--- src/rtl/arm_pkg.sv ---
// Shared ARM core constants: datapath widths and the
// architectural register numbers with special meaning.
package arm_pkg;

    localparam int DATA_WIDTH = 32;
    localparam int ADDR_WIDTH = 4;
    localparam int NUM_REGS   = 16;

    localparam logic [3:0] REG_PC = 4'd15;
    localparam logic [3:0] REG_LR = 4'd14;
    localparam logic [3:0] REG_SP = 4'd13;

endpackage

--- src/rtl/writeback_mux.sv ---
// Writeback value select: load data or ALU result.
// Shared with the forwarding unit.
module writeback_mux #(
    parameter int WIDTH = 32
) (
    input  logic             select,
    input  logic [WIDTH-1:0] mem_data,
    input  logic [WIDTH-1:0] alu_result,
    output logic [WIDTH-1:0] wb_data
);

    assign wb_data = select ? mem_data : alu_result;

endmodule

--- src/rtl/wb_register_file.sv ---
// ARM register file with integrated writeback: R0-R14 storage,
// R15 reads return PC+8, R15 writes become a PC-redirect pulse.
module wb_register_file
    import arm_pkg::*;
#(
    parameter int DATA_WIDTH = arm_pkg::DATA_WIDTH,
    parameter int NUM_REGS   = arm_pkg::NUM_REGS,
    parameter int ADDR_WIDTH = arm_pkg::ADDR_WIDTH
) (
    input  logic                  clk,
    input  logic                  reset,
    input  logic                  reg_write_enable_in,
    input  logic                  mem_to_reg_select_in,
    input  logic [ADDR_WIDTH-1:0] wb_addr,
    input  logic [DATA_WIDTH-1:0] mem_data,
    input  logic [DATA_WIDTH-1:0] alu_result,
    input  logic [DATA_WIDTH-1:0] pc_plus8,
    input  logic [ADDR_WIDTH-1:0] rn_addr,
    input  logic [ADDR_WIDTH-1:0] rm_addr,
    input  logic [ADDR_WIDTH-1:0] rs_addr,
    output logic [DATA_WIDTH-1:0] rn_data,
    output logic [DATA_WIDTH-1:0] rm_data,
    output logic [DATA_WIDTH-1:0] rs_data,
    output logic [DATA_WIDTH-1:0] wb_data,
    output logic                  pc_write_valid,
    output logic [DATA_WIDTH-1:0] pc_write_data
);

    localparam logic [ADDR_WIDTH-1:0] PC_ADDR = ADDR_WIDTH'(REG_PC);

    logic [DATA_WIDTH-1:0] regs [NUM_REGS-1];
    logic                  wr_gpr;
    logic                  wr_pc;

    writeback_mux #(
        .WIDTH(DATA_WIDTH)
    ) u_wb_mux (
        .select    (mem_to_reg_select_in),
        .mem_data  (mem_data),
        .alu_result(alu_result),
        .wb_data   (wb_data)
    );

    assign wr_pc  = reg_write_enable_in && (wb_addr == PC_ADDR);
    assign wr_gpr = reg_write_enable_in && (wb_addr != PC_ADDR);

    always_ff @(posedge clk) begin
        if (reset) begin
            for (int i = 0; i < NUM_REGS - 1; i++) begin
                regs[i] <= '0;
            end
        end else if (wr_gpr) begin
            regs[wb_addr] <= wb_data;
        end
    end

    // pc_write_data only moves on a redirect so fetch sees a stable value
    always_ff @(posedge clk) begin
        if (reset) begin
            pc_write_valid <= 1'b0;
            pc_write_data  <= '0;
        end else begin
            pc_write_valid <= wr_pc;
            if (wr_pc) begin
                pc_write_data <= wb_data;
            end
        end
    end

    // PC first, then same-cycle bypass, then the array
    function automatic logic [DATA_WIDTH-1:0] read_port(
        input logic [ADDR_WIDTH-1:0] addr
    );
        logic [DATA_WIDTH-1:0] val;
        if (addr == PC_ADDR) begin
            val = pc_plus8;
        end else if (reg_write_enable_in && (addr == wb_addr)) begin
            val = wb_data;
        end else begin
            val = regs[addr];
        end
        return val;
    endfunction

    assign rn_data = read_port(rn_addr);
    assign rm_data = read_port(rm_addr);
    assign rs_data = read_port(rs_addr);

endmodule

--- config.mk ---
export PLATFORM = sky130hd
export DESIGN_NAME = wb_register_file
export DESIGN_NICKNAME = d
export VERILOG_FILES = /design/src/rtl/arm_pkg.sv /design/src/rtl/writeback_mux.sv /design/src/rtl/wb_register_file.sv
export SDC_FILE = /design/constraint.sdc
export NUM_CORES = 1
export LEC_CHECK = 0
export BUFFER_PORTS_ARGS = -buffer_cell sky130_fd_sc_hd__buf_2
export CAP_MARGIN = 20
export CELL_PAD_IN_SITES_DETAIL_PLACEMENT = 0
export CELL_PAD_IN_SITES_GLOBAL_PLACEMENT = 1
export CORE_MARGIN = 2
export CORE_UTILIZATION = 50
export CTS_CLUSTER_DIAMETER = 80
export DETAILED_ROUTE_END_ITERATION = 10
export GPL_ROUTABILITY_DRIVEN = 0
export GPL_TIMING_DRIVEN = 0
export PLACE_DENSITY_LB_ADDON = 0.05
export SLEW_MARGIN = 10
export SYNTH_ARGS = -nofsm -noshare
export SYNTH_HDL_FRONTEND = slang
export SYNTH_SLANG_ARGS = --single-unit
--- constraint.sdc ---
create_clock -name clk -period 3.25 [get_ports clk]
set_input_delay 0.4875 -clock clk [delete_from_list [all_inputs] [get_ports clk]]
set_output_delay 0.4875 -clock clk [all_outputs]
set_load 0.05 [all_outputs]
# Word-level counts from Yosys, hierarchy flattened
# Memory sizes are Yosys's and may differ from the RTL's.
# Index checks and enable logic that the tools add are counted.
[classes]
n_mux = 15
reduce_logical = 6
eq_ne = 8
[ops]
columns = ["op", "count"]
rows = [
  ["$mux W32", 8],
  ["$reduce_or A32 Y1", 1],
  ["$eq A4 B4 Y1 const B", 4],
  ["$eq A4 B4 Y1", 3],
  ["$mux W1", 6],
  ["$logic_and A1 B1 Y1", 5],
  ["$mux W4", 1],
  ["$ne A4 B4 Y1 const B", 1],
]
[word_totals]
n_memories = 1
ramBits = 480
wordCells = 32
regBits = 33
output_inout_bits = 161
[mem_list]
columns = ["memory", "words", "width", "read_ports", "rd_clocked_by_memory_dff", "write_ports", "line", "text"]
rows = [
  ["regs", 15, 32, 3, 0, 15, "wb_register_file.sv:31", "logic [DATA_WIDTH-1:0] regs [NUM_REGS-1];"],
]

# Longest topological paths before layout
[logic_depth]
depth_word = 7
depth_mapped = 9

# Modules after synthesis
# Synthesis repeated with hierarchy kept, for this count alone.
[hier_totals]
hier_cells = 2526
area_unflattened_um2 = 34545.6
[by_module_without_submodules]
columns = ["mod", "area_per_inst_um2", "cells_each", "seq_area_each_um2", "instances"]
rows = [
  ["wb_register_file", 34001.4, 2490, 16035.4, 1],
  ["writeback_mux", 544.3, 36, 0.0, 1],
]

# Least setup slack after synthesis
# OpenSTA, ideal clock, no wires.
[synth_path]
kind = "input to output"
startpoint = "input port rm_addr[0]"
endpoint = "output port rm_data[10]"
path_slack_ps = -55
t_required_ps = 2762
path_stages = 8
arrival_time_ps = 2817
n_path_buf = 4
cell_sequence = "buf_6 -> buf_12 -> xor2_1 -> nor3_2 -> and3_1 -> clkbuf_1 -> buf_1 -> a311oi_1"
[synth_between]
elab_chain_len = 4
[synth_lines]
columns = ["item", "line", "text"]
rows = [
  ["start, declared", "wb_register_file.sv:19", "input logic [ADDR_WIDTH-1:0] rm_addr,"],
  ["parallel branches: the longest is 3 deep, another holds $mem_v2 Z15 W32", "--", ""],
  ["$mux W32 *", "wb_register_file.sv:75", "if (addr == PC_ADDR) begin"],
  ["end, declared", "wb_register_file.sv:22", "output logic [DATA_WIDTH-1:0] rm_data,"],
]
# Every way passes the cells marked *.

# Final worst setup path
[layout_path]
startpoint = "input port rs_addr[2]"
endpoint = "output port rs_data[22]"
[layout_between]
elab_chain_len = 4
[layout_lines]
columns = ["item", "line", "text"]
rows = [
  ["start, declared", "wb_register_file.sv:20", "input logic [ADDR_WIDTH-1:0] rs_addr,"],
  ["parallel branches: the longest is 3 deep, another holds $mem_v2 Z15 W32", "--", ""],
  ["$mux W32 *", "wb_register_file.sv:75", ""],
  ["end, declared", "wb_register_file.sv:23", "output logic [DATA_WIDTH-1:0] rs_data,"],
]
# Marks and branches as above.

==> qor.yml <==
yosys.area.top_type: "edfxtp_1"
via_count: 28200
vias_per_cell: 7.05
port_buffers: 265
hold_class: "in -> reg"
die_h_um: 264
drt_iter0_markers: 4565
r2r_end: "pc_write_data[23]"
path_class: "in -> out"
die_w_um: 264
violations: "setup timing"
grt_max_degree: 33
rsz0062_at_grt: "false"
whs_ns: 0.283
rr_startpoint: "pc_write_data[23]"
routed_wl_mm: 145
fin_skew_ns: 0
nNetsFinal: 3186
synth_mux_area_share_pct: 29.1
grt_first_pass_wirelength_mm: 201
row_count: 95
hold_start: "wb_addr[2]"
startpoint_type: "input pin"
endpoint_kind: "output port"
synth_area_um2: 33700
fin_ws_ns: -0.0814
yosysUniqueCellTypes: 38
synth_top_cell_area_share_pct: 45.6
power.density_nw_per_um2: 527
worstMarginPinSlew_ns: 1.28
path_clk_slew_ns: 0.06
synth_compound_area_share_pct: 7.73
tns_ns: -0.376
syn_avg_cell_area_um2: 12.5
wl_per_cell_um: 36.2
synth_area_leaders: "edfxtp_1, mux4_2, mux2i_1"
cp.arrival_ns: 2.84
seq_area_frac_synth_pct: 47.6
post-dp-hpwl_mm: 101
ctsLongestPathBuffers: 3
synth_seq_cells: 545
ff2ff_path_depth: 2
hold_violations: 0
finalMaxSlewViolations: 0
insertion_delay_ns: 0.66
peakVddDrop_mv: 0.504
dr.pass1.iters: 8
ios: 277
critPathMaxFanout: 10
status: "complete, but fails checks"
postRouteAntennaNets: 0
grt_util_all_layers_pct: 41.2
power.leakage_nw: 14.8
relSlewSlack_pct: 14.9
htreeDepth: 2
drc: 0
coreArea_um2: 66900
cts_made_buffers: 61
clock-root-buffer: "clkbuf_16"
netlist_instances: 2702
synth_simple_gate_area_share_pct: 10.0
final_common_cell: "nor2_1"
areaGrowthSynthToFinish_pct: 15.8
min_period_ns: 3.33
setup_viol: 11
regToRegSetupSlack_ns: 2.51
drive_above_1_share_pct: 32.8
synth-xor-area-share_pct: 0.312
required_ns: 2.76
grt_pass1_vias: 27800
die_area_um2: 69500
final_cell_mix: "nor2_1, edfxtp_1, buf_2"
hold-path-cell-count: 3
initial_core_util_pct: 50.3
maxCapViolCount: 0
cts_tree: "yes"
max_freq_mhz: 300
fin_crit_sh_pct: 103
nFillCells: 5577
synthAdderAreaFrac_pct: 0
antenna_found_initial: 8
ys_warn_count: 0
hold_end: "pc_write_valid"
globalRoute.totalOverflow: 0
synth_top_family_by_area: "multiplexers"
cts.sinks: 545
-- worst max-delay path by stage --
stage	from	end	slack, ns	cells after the start
after CTS	rm_addr[0]	rm_data[21]	0.003	8
after global placement	reset	regs[10][16]	-1.0	5
after global routing	mem_to_reg_select_in	wb_data[26]	0.001	7
after floorplan	rm_addr[0]	rm_data[10]	-0.05	8
after detailed placement	mem_to_reg_select_in	wb_data[1]	-0.83	7
final	rs_addr[2]	rs_data[22]	-0.08	7
-- area by class of cell --
type	instances	area [um2]	share of cell area, %
Clock inverter	40	548	1.40
Inverter	36	138	0.353
Sequential cell	545	16000	41.1
Tap cell	873	1090	2.80
Multi-Input combinational cell	1833	16200	41.6
Buffer	316	1810	4.64
Timing Repair Buffer	277	1550	3.97
Clock buffer	76	1610	4.13
Antenna cell	4	10.0	0.0257
-- flip-flops by register name (all words and copies together), names as in the netlist --
| name | cells |
|---|---|
| pc_write_valid | 1 |
| pc_write_data | 32 |
| regs | 512 |
-- layer usage --
layer / global-route usage (%) / routed length, um / up-vias
met3: 14.0 / 21200 / 526
met5: 0 / 26 / -
met4: 24.1 / 9480 / 4
met1: 52.1 / 50400 / 14000
met2: 61.7 / 63800 / 2553
li1: - / - / 11100
-- timing repair --
item / CTS / global route
pin swaps: 0 / 2
gates cloned: 0 / 0
gates resized for setup: 121 / 76
setup buffers: 0 / 2
endpoints found under the setup margin: 128 / 83
hold buffers: 0 / 0
hold endpoints to repair: 0 / 0
-- worst max-delay path, stage by stage --
cell and delay (ns):
buf_4 0.25, clkbuf_1 0.88, mux4_2 0.37, mux2_2 0.17, nand2_1 0.05, a31oi_1 0.29
buf_2 0.32
-- kinds of logic after synthesis --
group	count (synthesis)
buffers and inverters	355
AOI/OAI and AO/OA	354
DFF	545
muxes	608
and+or+nand+nor	827
xor gates and xnor gates	12
other	1
-- synthesized netlist by cell type (all sizes together) --
| cell type | instances |
|---|---|
| nor2 | 581 |
| edfxtp | 512 |
| mux4 | 288 |
| mux2i | 224 |
| clkbuf | 202 |
| nand2 | 142 |
| buf | 117 |
| a221oi | 96 |
| mux2 | 96 |
| o21ai | 96 |
| and3 | 66 |
| a311oi | 64 |
| a31oi | 34 |
| inv | 34 |
| dfxtp | 33 |
| a211oi | 32 |
| o22ai | 32 |
| nand2b | 16 |
| xor2 | 9 |
| nand3 | 6 |
| nor2b | 5 |
| nor3 | 5 |
| xnor2 | 3 |
| and2 | 2 |
| clkinv | 2 |
| nand4 | 2 |
| nor3b | 2 |
| conb | 1 |
-- report_power, final --
group	total [W]	internal [W]	switching, W
clock network	0.00755	0.00442	0.00313
registers	0.00843	0.00810	0.000326
logic	0.00457	0.00158	0.00299
-- per-stage QoR --
stage | utilization (%) | setup slack, ns | instance area [um2] | cells | total power [W]
finish | 58.3 | -0.0814 | 39000 | 4000 | 0.0205
floorplan | - | -0.0549 | 33900 | 2733 | 0.0114
CTS | 58.1 | 0.00341 | 38900 | 3994 | 0.0203
global placement | 54.2 | -0.995 | 36300 | 3871 | 0.0128
detailed placement | 54.6 | -0.829 | 36500 | 3881 | 0.0129
global route | 58.3 | 0.00102 | 39000 | 3996 | 0.0209
(Power assumes the default switching activity.)
